File: src/rtl/alu_issue_stage_pkg.sv
// Shared definitions for the RV32I ALU issue stage: EXECOP codes, opcodes,
// exec payload and immediate extraction helpers.
package alu_issue_stage_pkg;

  localparam int unsigned XLEN_W   = 32;
  localparam int unsigned ILEN_W   = 32;
  localparam int unsigned REG_AW   = 5;
  localparam int unsigned NUM_REGS = 32;
  localparam int unsigned EXECOP_W = 4;

  localparam logic [6:0] OPC_OP     = 7'b0110011;
  localparam logic [6:0] OPC_OP_IMM = 7'b0010011;
  localparam logic [6:0] OPC_LUI    = 7'b0110111;
  localparam logic [6:0] OPC_AUIPC  = 7'b0010111;

  localparam logic [6:0] F7_BASE = 7'b0000000;
  localparam logic [6:0] F7_ALT  = 7'b0100000;

  typedef enum logic [EXECOP_W-1:0] {
    EXEC_ADD  = 4'd0,
    EXEC_SUB  = 4'd1,
    EXEC_SLL  = 4'd2,
    EXEC_SLT  = 4'd3,
    EXEC_SLTU = 4'd4,
    EXEC_XOR  = 4'd5,
    EXEC_SRL  = 4'd6,
    EXEC_SRA  = 4'd7,
    EXEC_OR   = 4'd8,
    EXEC_AND  = 4'd9
  } execop_e;

  // Everything the ALU needs for one issued instruction.
  typedef struct packed {
    execop_e             ctrl;
    logic [XLEN_W-1:0]   op1;
    logic [XLEN_W-1:0]   op2;
    logic [REG_AW-1:0]   rd;
    logic                wen;
  } exec_payload_t;

  // Sign-extended I-type immediate.
  function automatic logic [XLEN_W-1:0] imm_i(input logic [ILEN_W-1:0] instr);
    return {{(XLEN_W-12){instr[31]}}, instr[31:20]};
  endfunction

  // U-type immediate, low 12 bits zero.
  function automatic logic [XLEN_W-1:0] imm_u(input logic [ILEN_W-1:0] instr);
    return {instr[31:12], 12'b0};
  endfunction

  // Zero-extended shift amount of the immediate shift forms.
  function automatic logic [XLEN_W-1:0] shamt_i(input logic [ILEN_W-1:0] instr);
    return XLEN_W'(instr[24:20]);
  endfunction

  // funct3 to EXECOP for the base (funct7 == 0) encodings.
  function automatic execop_e base_op(input logic [2:0] funct3);
    execop_e op;
    case (funct3)
      3'b000:  op = EXEC_ADD;
      3'b001:  op = EXEC_SLL;
      3'b010:  op = EXEC_SLT;
      3'b011:  op = EXEC_SLTU;
      3'b100:  op = EXEC_XOR;
      3'b101:  op = EXEC_SRL;
      3'b110:  op = EXEC_OR;
      default: op = EXEC_AND;
    endcase
    return op;
  endfunction

endpackage

File: src/rtl/alu_issue_stage_scoreboard.sv
// Register busy bits: set on issue, clear on writeback, wiped on flush.
module alu_issue_stage_scoreboard
  import alu_issue_stage_pkg::*;
(
  input  logic              i_clk,
  input  logic              i_rst_n,
  input  logic              i_flush,
  input  logic              i_set_en,
  input  logic [REG_AW-1:0] i_set_addr,
  input  logic              i_clr_en,
  input  logic [REG_AW-1:0] i_clr_addr,
  input  logic [REG_AW-1:0] i_rs1_addr,
  input  logic [REG_AW-1:0] i_rs2_addr,
  output logic              o_rs1_busy_c,
  output logic              o_rs2_busy_c
);

  logic [NUM_REGS-1:0] r_busy;
  logic [NUM_REGS-1:0] w_busy_nxt;

  // Next busy vector: clear first so a same-rd set wins; x0 never busy.
  always_comb begin
    w_busy_nxt = r_busy;
    if (i_clr_en) w_busy_nxt[i_clr_addr] = 1'b0;
    if (i_set_en) w_busy_nxt[i_set_addr] = 1'b1;
    w_busy_nxt[0] = 1'b0;
    if (i_flush) w_busy_nxt = '0;
  end

  // Busy register.
  always_ff @(posedge i_clk or negedge i_rst_n) begin
    if (!i_rst_n) r_busy <= '0;
    else          r_busy <= w_busy_nxt;
  end

  assign o_rs1_busy_c = r_busy[i_rs1_addr];
  assign o_rs2_busy_c = r_busy[i_rs2_addr];

endmodule

File: src/rtl/alu_issue_stage.sv
// RV32I decode/issue stage for ALU-class opcodes with a RAW scoreboard.
module alu_issue_stage
  import alu_issue_stage_pkg::*;
#(
  parameter int unsigned XLEN = XLEN_W
) (
  input  logic            clk_i,
  input  logic            rst_ni,
  input  logic            instr_valid_i,
  output logic            instr_ready_o,
  input  logic [31:0]     instr_i,
  input  logic [XLEN-1:0] pc_i,
  output logic [4:0]      rs1_addr_o,
  output logic [4:0]      rs2_addr_o,
  input  logic [XLEN-1:0] rs1_data_i,
  input  logic [XLEN-1:0] rs2_data_i,
  input  logic            flush_i,
  input  logic            wb_valid_i,
  input  logic [4:0]      wb_rd_i,
  output logic            exec_valid_o,
  input  logic            exec_ready_i,
  output logic [3:0]      exec_ctrl_o,
  output logic [XLEN-1:0] exec_operand1_o,
  output logic [XLEN-1:0] exec_operand2_o,
  output logic [4:0]      exec_rd_o,
  output logic            exec_wen_o,
  output logic            illegal_o
);

  logic [6:0]        w_opcode;
  logic [2:0]        w_funct3;
  logic [6:0]        w_funct7;
  logic [REG_AW-1:0] w_rd;
  logic              w_legal;
  logic              w_use_rs1;
  logic              w_use_rs2;
  logic              w_rs1_busy;
  logic              w_rs2_busy;
  logic              w_stall;
  logic              w_accept;
  logic              w_issue;
  exec_payload_t     w_payload;

  exec_payload_t     r_exec;
  logic              r_exec_valid;
  logic              r_illegal;

  assign w_opcode   = instr_i[6:0];
  assign w_funct3   = instr_i[14:12];
  assign w_funct7   = instr_i[31:25];
  assign w_rd       = instr_i[11:7];
  assign rs1_addr_o = instr_i[19:15];
  assign rs2_addr_o = instr_i[24:20];

  // Decode legality, EXECOP, operands and which sources gate issue.
  always_comb begin
    w_legal        = 1'b0;
    w_use_rs1      = 1'b0;
    w_use_rs2      = 1'b0;
    w_payload.ctrl = EXEC_ADD;
    w_payload.op1  = '0;
    w_payload.op2  = '0;
    w_payload.rd   = w_rd;
    w_payload.wen  = (w_rd != '0);
    case (w_opcode)
      OPC_OP: begin
        w_use_rs1     = 1'b1;
        w_use_rs2     = 1'b1;
        w_payload.op1 = rs1_data_i;
        w_payload.op2 = rs2_data_i;
        if (w_funct7 == F7_BASE) begin
          w_legal        = 1'b1;
          w_payload.ctrl = base_op(w_funct3);
        end else if (w_funct7 == F7_ALT && w_funct3 == 3'b000) begin
          w_legal        = 1'b1;
          w_payload.ctrl = EXEC_SUB;
        end else if (w_funct7 == F7_ALT && w_funct3 == 3'b101) begin
          w_legal        = 1'b1;
          w_payload.ctrl = EXEC_SRA;
        end
      end
      OPC_OP_IMM: begin
        w_use_rs1      = 1'b1;
        w_legal        = 1'b1;
        w_payload.op1  = rs1_data_i;
        w_payload.op2  = imm_i(instr_i);
        w_payload.ctrl = base_op(w_funct3);
        if (w_funct3 == 3'b001) begin
          w_payload.op2 = shamt_i(instr_i);
          w_legal       = (w_funct7 == F7_BASE);
        end else if (w_funct3 == 3'b101) begin
          w_payload.op2 = shamt_i(instr_i);
          if (w_funct7 == F7_ALT) w_payload.ctrl = EXEC_SRA;
          else                    w_legal        = (w_funct7 == F7_BASE);
        end
      end
      OPC_LUI: begin
        w_legal       = 1'b1;
        w_payload.op2 = imm_u(instr_i);
      end
      OPC_AUIPC: begin
        w_legal       = 1'b1;
        w_payload.op1 = pc_i;
        w_payload.op2 = imm_u(instr_i);
      end
      default: begin
        w_legal = 1'b0;
      end
    endcase
  end

  // Only a present, legal instruction can be held back by a pending source.
  assign w_stall = instr_valid_i && w_legal &&
                   ((w_use_rs1 && w_rs1_busy) || (w_use_rs2 && w_rs2_busy));

  assign instr_ready_o = !w_stall && (!r_exec_valid || exec_ready_i) && !flush_i;
  assign w_accept      = instr_valid_i && instr_ready_o;
  assign w_issue       = w_accept && w_legal;

  alu_issue_stage_scoreboard u_scoreboard (
    .i_clk        (clk_i),
    .i_rst_n      (rst_ni),
    .i_flush      (flush_i),
    .i_set_en     (w_issue && w_payload.wen),
    .i_set_addr   (w_rd),
    .i_clr_en     (wb_valid_i),
    .i_clr_addr   (wb_rd_i),
    .i_rs1_addr   (rs1_addr_o),
    .i_rs2_addr   (rs2_addr_o),
    .o_rs1_busy_c (w_rs1_busy),
    .o_rs2_busy_c (w_rs2_busy)
  );

  // Exec output register: load on issue, drop when drained or flushed, else hold.
  always_ff @(posedge clk_i or negedge rst_ni) begin
    if (!rst_ni) begin
      r_exec_valid <= 1'b0;
      r_exec       <= '0;
      r_illegal    <= 1'b0;
    end else begin
      r_illegal <= w_accept && !w_legal;
      if (flush_i) begin
        r_exec_valid <= 1'b0;
      end else if (w_issue) begin
        r_exec_valid <= 1'b1;
        r_exec       <= w_payload;
      end else if (exec_ready_i) begin
        r_exec_valid <= 1'b0;
      end
    end
  end

  assign exec_valid_o    = r_exec_valid;
  assign exec_ctrl_o     = r_exec.ctrl;
  assign exec_operand1_o = r_exec.op1;
  assign exec_operand2_o = r_exec.op2;
  assign exec_rd_o       = r_exec.rd;
  assign exec_wen_o      = r_exec.wen;
  assign illegal_o       = r_illegal;

endmodule

File: config.mk
export PLATFORM = sky130hd
export DESIGN_NAME = alu_issue_stage
export DESIGN_NICKNAME = d
export VERILOG_FILES = /design/src/rtl/alu_issue_stage_pkg.sv /design/src/rtl/alu_issue_stage_scoreboard.sv /design/src/rtl/alu_issue_stage.sv
export SDC_FILE = /design/constraint.sdc
export NUM_CORES = 1
export LEC_CHECK = 0
export CORE_UTILIZATION = 49
export CTS_CLUSTER_DIAMETER = 40
export DETAILED_ROUTE_END_ITERATION = 8
export PLACE_DENSITY_LB_ADDON = 0.08
export SYNTH_ARGS = -nofsm -noshare
export SYNTH_HDL_FRONTEND = slang
export SYNTH_SLANG_ARGS = --single-unit
File: constraint.sdc
create_clock -name clk_i -period 4.8 [get_ports clk_i]
set_input_delay 0.96 -clock clk_i [delete_from_list [all_inputs] [get_ports clk_i]]
set_output_delay 0.96 -clock clk_i [all_outputs]
set_load 0.005 [all_outputs]
==> flow_summary.yaml, run 1 <==
sta:
  slew-limit-headroom_pct: 18.36
  period_needed_ns: 4.564
  final.period_utilization_pct: 95.09
  final-hold-violation-count: 0
  drv_slew: 0
  worst_hold_slack_ns: 0.5064
  clock_skew_ns: 0.01190
  setup_viol: 0
  fin_setup_tns_ns: 0
  worst_pin_slew_ns: 1.222
  fmax_mhz: 219.1
  rsz0062_at_grt: "no"
global_routing:
  grt_max_degree: 75
  grt_pass1_vias: 5292
  use_met2_pct: 50.38
  grtUsageMet1_pct: 36.09
  antenna_found_initial: 0
  track_usage_pct: 28.92
  grt-busiest-layer: "met2"
  grt_overflow_total: 0
  grt_pass1_wl_um: 28780
  use_met3_pct: 4.976
layout:
  final_cell_mix: "222 x clkdlybuf4s50_1, 107 x dfrtp_1, 65 x mux2_2, 55 x nand2_1, 51 x o21ai_0"
  fillers: 948
  area_delta_synth_final_pct: 42.45
  drive_above_1_share_pct: 16.21
  layout_commonest_cell: "clkdlybuf4s50_1"
  final_nets: 900
synth:
  syn_inst: 560
  synth_area_per_cell_sq_um: 11.04
  yosysUniqueCellTypes: 48
  synth_seq_cells: 107
  netlist_area_sq_um: 6181
  yosysWarningCount: 0
  seq_area_frac_synth_pct: 43.32
  synth_fp_nets: 699
clocking:
  clk_pin_slew_ns: 0.07
  cts_max_path_buffers: 2
  h-tree-depth: 3
  clk_latency_ns: 0.35
  root_buffer: "clkbuf_16"
  cts_tree: "built"
  cts.sinks: 107
  numCtsBuffers: 9
  post-cts-setup-buffers: 0
setup_path:
  cpLargestDelayFamily: "buffers and inverters"
  reg2reg_depth: 7
  cp_slowest_stage_delay_ns: 0.69
  critical_path.cell_chain: "clkdlybuf4s50_1 > mux4_2 > mux2i_1 > mux2i_1 > o221a_2 > nand2b_1 > a311oi_1 > clkdlybuf4s50_1"
  crit_required_ns: 3.84
  end_kind: "output pin"
  path_class: "input pin to output pin"
  crit_fanout: 7
  worst-path-buf-inv: 2
  reg2reg_from: "u_scoreboard.r_busy[12]$_DFF_PN0_"
  crit_path_top_delay_cell: "clkdlybuf4s50_1"
  worstSetupStartpointType: "input pin"
  startpoint: "instr_i[22]"
  crit_arrival_ns: 3.60
  cp_num_cells: 8
drt:
  drc: 0
  postRouteAntennaNets: 0
  drtIter0Drc: 296
  num_vias: 5371
  avgRoutedWirePerCell_um: 19.87
  vias_per_cell: 5.751
  drt-pass1-iter-count: 5
  drt-total-wl_um: 18560
min_path:
  hp-start: "exec_operand1_o[2]$_DFFE_PN0P_"
  hold_depth: 1
  holdCritPathClass: "flop to flop"
pwr:
  cellLeakagePower_nw: 3.715
  peakVddDrop_uv: 189.5
  power_density_nw_per_um2: 222.8
floorplan:
  start_util_pct: 50.82
  fp.dieW_um: 114.3
  die_area_sq_um: 13070
  ios: 226
  rows: 40
  fp.dieH_um: 114.3
  fp.coreArea_sq_um: 12160
run_status:
  outcome: "finished, final reports clean"
placement:
  portBuffers: 225
  place.detailed.hpwl_um: 13980
  place.gp.congestion: 0.8861
flow_run:
  maxCapViolCount: 0
Yosys cell counts (all sizes together):
cell type | n | area [sq um]
a2111oi | 1 | 10.01
a211oi | 1 | 7.510
a21o | 1 | 7.510
a21oi | 6 | 30.03
a221o | 19 | 190.2
a22o | 38 | 332.8
a311oi | 1 | 8.760
a32oi | 1 | 8.760
and2 | 1 | 6.260
and3 | 4 | 25.02
and3b | 5 | 43.79
and4bb | 1 | 12.51
buf | 25 | 195.2
clkbuf | 26 | 97.59
dfrtp | 107 | 2678
inv | 5 | 18.77
mux2 | 73 | 852.1
mux2i | 24 | 240.2
mux4 | 13 | 292.8
nand2 | 55 | 206.5
nand2b | 7 | 43.79
nand3 | 5 | 25.02
nand3b | 22 | 165.2
nand4 | 1 | 6.260
nand4bb | 1 | 11.26
nor2 | 15 | 63.81
nor2b | 19 | 118.9
nor3 | 7 | 35.03
nor3b | 9 | 67.56
nor4 | 1 | 12.51
o211ai | 1 | 7.510
o21a | 1 | 7.510
o21ai | 52 | 260.2
o21bai | 1 | 7.510
o221a | 1 | 11.26
o22ai | 1 | 6.260
o31ai | 3 | 22.52
or2 | 2 | 12.51
or3b | 1 | 8.760
or4 | 2 | 15.01
xor2 | 1 | 8.760
cells by family after synthesis:
group	synth area share [%]
multiplexers	22.41
XOR/XNOR	0.1417
AO/OA/AOI/OAI	14.86
buffers and inverters	5.040
flip-flops	43.32
AND/OR/NAND/NOR	14.23
where the power goes:
part / switching, W / internal, W
sequential: 0.00000662 / 0.000913
clock: 0.000326 / 0.000432
combinational: 0.000114 / 0.000169
total: 0.000447 / 0.00152
worst reg2reg max path, delay by kind of cell, from the launching register on:
family,cells,cell delay (ns)
AOI/OAI and AO/OA,1,0.29
and+or+nand+nor,1,0.35
buffers and inverters,1,0.34
DFF,1,0.43
muxes,4,1.18
sequential cells by signal, summed over array words and instances, names as in the netlist:
signal / cells
u_scoreboard.r_busy: 31
illegal_o: 1
exec_valid_o: 1
exec_operand2_o: 32
exec_wen_o: 1
exec_operand1_o: 32
exec_ctrl_o: 4
exec_rd_o: 5
per-stage QoR:
step | worst slack [ns] | total power [W] | instances | util, % | area, sq um
global route | 0.04447 | 0.002028 | 933 | 72.38 | 8802
CTS | 0.05652 | 0.001975 | 933 | 72.34 | 8797
finish | 0.2358 | 0.001962 | 934 | 72.40 | 8805
global placement | 0.1527 | 0.001214 | 918 | 69.84 | 8493
detailed placement | 0.06468 | 0.001221 | 918 | 69.84 | 8493
floorplan | 1.315 | 0.001023 | 560 | - | 6181
what timing repair did:
action,4_1_cts,5_1_grt
hold buffers,0,0
endpoints found under the setup margin,0,1
gates resized for setup,0,2
metal layers:
layer,vias up,routed length [um]
met5,-,0
met4,0,372
met3,28,1190
met2,203,9424
met1,2663,7567
li1,2477,-
final timing paths:
| kind | endpoint | slack [ns] |
|---|---|---|
| max | instr_ready_o | 0.24 |
| min | exec_operand1_o[2]$_DFFE_PN0P_ | 0.51 |
| max reg2reg | exec_operand2_o[17]$_DFFE_PN0P_ | 2.08 |
| min reg2reg | exec_operand1_o[2]$_DFFE_PN0P_ | 0.51 |
| max in group asynchronous | exec_operand1_o[3]$_DFFE_PN0P_ | 3.03 |
| min in group asynchronous | exec_operand1_o[4]$_DFFE_PN0P_ | 0.74 |
final cells by class:
cell class | instances | area [sq um] | share of cell area [%]
tap | 168 | 210.2 | 2.387
clock inverter | 3 | 47.55 | 0.5400
timing repair buffer | 241 | 2387 | 27.11
sequential | 107 | 2678 | 30.41
multi-input combinational | 397 | 3204 | 36.39
clock buffer | 12 | 256.5 | 2.913
inverter | 5 | 18.77 | 0.2132
antenna | 1 | 2.502 | 0.02842
Note: power is estimated with default switching activity, not from simulation.
==> run 2: changes to the inputs <==
--- a/config.mk
+++ b/config.mk
@@ -6,9 +6,9 @@
 export NUM_CORES = 1
 export LEC_CHECK = 0
 export CORE_UTILIZATION = 49
-export CTS_CLUSTER_DIAMETER = 40
 export DETAILED_ROUTE_END_ITERATION = 8
 export PLACE_DENSITY_LB_ADDON = 0.08
+export SLEW_MARGIN = 40
 export SYNTH_ARGS = -nofsm -noshare
 export SYNTH_HDL_FRONTEND = slang
 export SYNTH_SLANG_ARGS = --single-unit
==> run 2 against run 1 <==
Compared with the run above:
- cell count unchanged
- routed wire length increased by 0.37%
- flip-flop and latch count unchanged
- design area about the same
- maximum frequency about the same
- critical endpoint unchanged
- sequential share of layout area about the same
- clock-buffer cell count decreased by 1
- global-route usage about the same
- critical path type unchanged
- clock power decreased by 6.9%
- first-iteration DRC count increased by 4.7%
- sequential power about the same
==> flow_summary.yaml, run 2 (same netlist as run 1, synthesis figures left out) <==
run_status:
  outcome: "finished, final reports clean"
sta:
  period_needed_ns: 4.566
  fin_setup_tns_ns: 0
  worst_pin_slew_ns: 0.8326
  clock_skew_ns: 0.01032
  final-hold-violation-count: 0
  worst_hold_slack_ns: 0.5077
  final.period_utilization_pct: 95.12
  rsz0062_at_grt: "no"
  setup_viol: 0
  slew-limit-headroom_pct: 44.49
  drv_slew: 0
  fmax_mhz: 219.0
floorplan:
  rows: 40
  start_util_pct: 50.82
  fp.coreArea_sq_um: 12160
  ios: 226
  fp.dieH_um: 114.3
  fp.dieW_um: 114.3
  die_area_sq_um: 13070
clocking:
  clk_pin_slew_ns: 0.07
  post-cts-setup-buffers: 0
  clk_latency_ns: 0.36
  cts.sinks: 107
  h-tree-depth: 3
  root_buffer: "clkbuf_16"
  cts_tree: "built"
  cts_max_path_buffers: 2
  hold_buffers: 0
  numCtsBuffers: 9
pwr:
  peakVddDrop_uv: 185.3
  power_density_nw_per_um2: 217.2
  cellLeakagePower_nw: 3.699
setup_path:
  rr_endpoint: "exec_operand2_o[5]$_DFFE_PN0P_"
  startpoint: "instr_i[22]"
  setup.worst_path.end: "instr_ready_o"
  reg2reg_from: "u_scoreboard.r_busy[12]$_DFF_PN0_"
  reg2reg_depth: 7
  worstSetupStartpointType: "input pin"
  end_kind: "output pin"
  crit_arrival_ns: 3.61
  crit_required_ns: 3.84
  r2r_slack_ns: 2.08
  crit_fanout: 7
  path_class: "input pin to output pin"
layout:
  fillers: 938
  final_cell_mix: "223 x clkdlybuf4s50_1, 107 x dfrtp_1, 65 x mux2_2, 55 x nand2_1, 51 x o21ai_0"
  drive_above_1_share_pct: 16.97
  antennaDiodeCount: 0
  layout_commonest_cell: "clkdlybuf4s50_1"
  post-route-cell-area_sq_um: 8798
  area_delta_synth_final_pct: 42.35
  final_nets: 900
  final_core_util_pct: 72.35
drt:
  vias_per_cell: 5.803
  avgRoutedWirePerCell_um: 19.94
  drtIter0Drc: 310
  postRouteAntennaNets: 0
  num_vias: 5420
  drc: 0
  drt-pass1-iter-count: 5
  drt-total-wl_um: 18620
global_routing:
  grt_pass1_vias: 5306
  track_usage_pct: 28.90
  grt_max_degree: 75
  grt_overflow_total: 0
  antenna_found_initial: 0
  grt_pass1_wl_um: 28790
placement:
  portBuffers: 225
  dpl-instance-area_sq_um: 8513
  place.gp.congestion: 0.8861
  place.detailed.hpwl_um: 13920
flow_run:
  maxCapViolCount: 0
min_path:
  holdCritPathClass: "flop to flop"
[run 2: cell types whose count changed in the layout (fill, tap and decap cells not counted), sizes merged]
| cell | change |
|---|---|
| inv | +2 |
| bufinv | -1 |
| clkbuf | -1 |
| clkdlybuf4s50 | +1 |
| clkinvlp | +1 |
| diode | -1 |
| dlymetal6s2s | -1 |
[run 2: final cells by class]
cell class	count	area [sq um]	area share, %
Multi-Input combinational cell	397	3226	36.66
Sequential cell	107	2678	30.43
Timing Repair Buffer	241	2389	27.15
Clock buffer	11	242.7	2.759
Tap cell	168	210.2	2.389
Clock inverter	5	35.03	0.3982
Inverter	5	18.77	0.2133
[run 2: worst min path at each step]
stage                                 startpoint                           endpoint  slack [ns]  cells after the start
2_1_floorplan  u_scoreboard.r_busy[18]$_DFF_PN0_  u_scoreboard.r_busy[18]$_DFF_PN0_        0.49                      2
3_3_place_gp      exec_operand2_o[4]$_DFFE_PN0P_     exec_operand2_o[4]$_DFFE_PN0P_        0.49                      1
3_5_place_dp      exec_operand1_o[2]$_DFFE_PN0P_     exec_operand1_o[2]$_DFFE_PN0P_        0.49                      1
4_1_cts           exec_operand1_o[3]$_DFFE_PN0P_     exec_operand1_o[3]$_DFFE_PN0P_        0.51                      1
5_1_grt          exec_operand1_o[31]$_DFFE_PN0P_    exec_operand1_o[31]$_DFFE_PN0P_        0.52                      1
6_report          exec_operand1_o[3]$_DFFE_PN0P_     exec_operand1_o[3]$_DFFE_PN0P_        0.51                      1
[run 2: routing by layer]
layer,GRT usage (%),vias to the layer above,wire [um]
met4,12.55,0,437
met3,4.711,33,1164
met2,49.29,218,9529
met5,0,-,0
met1,36.34,2694,7493
li1,-,2475,-
[run 2: repair_timing]
item | 4_1_cts | 5_1_grt
endpoints found under the setup margin | 0 | 1
gates resized for setup | 0 | 1
endpoints found under the hold margin | 0 | 0
[run 2: where the power goes]
part | total (W) | switching (W) | internal [W] | leakage [nW]
clock network | 0.000706 | 0.000337 | 0.000368 | 0.136
registers | 0.000920 | 0.00000677 | 0.000913 | 1.48
logic | 0.000285 | 0.000115 | 0.000170 | 2.08
total | 0.00191 | 0.000459 | 0.00145 | 3.70
[run 2: worst max-delay path, stage by stage]
cell	delay, ns
clkdlybuf4s50_1	0.71
mux4_2	0.37
mux2i_1	0.18
mux2i_1	0.11
o221a_2	0.29
nand2b_1	0.15
a311oi_1	0.25
clkdlybuf4s50_1	0.58
[run 2: metrics by stage]
step	instances	setup WS (ns)	total power [W]
CTS	934	0.05808	0.001923
finish	934	0.2345	0.001911
global placement	918	0.1527	0.001214
floorplan	560	1.315	0.001023
global route	934	0.03363	0.001977
detailed placement	918	0.04832	0.001222
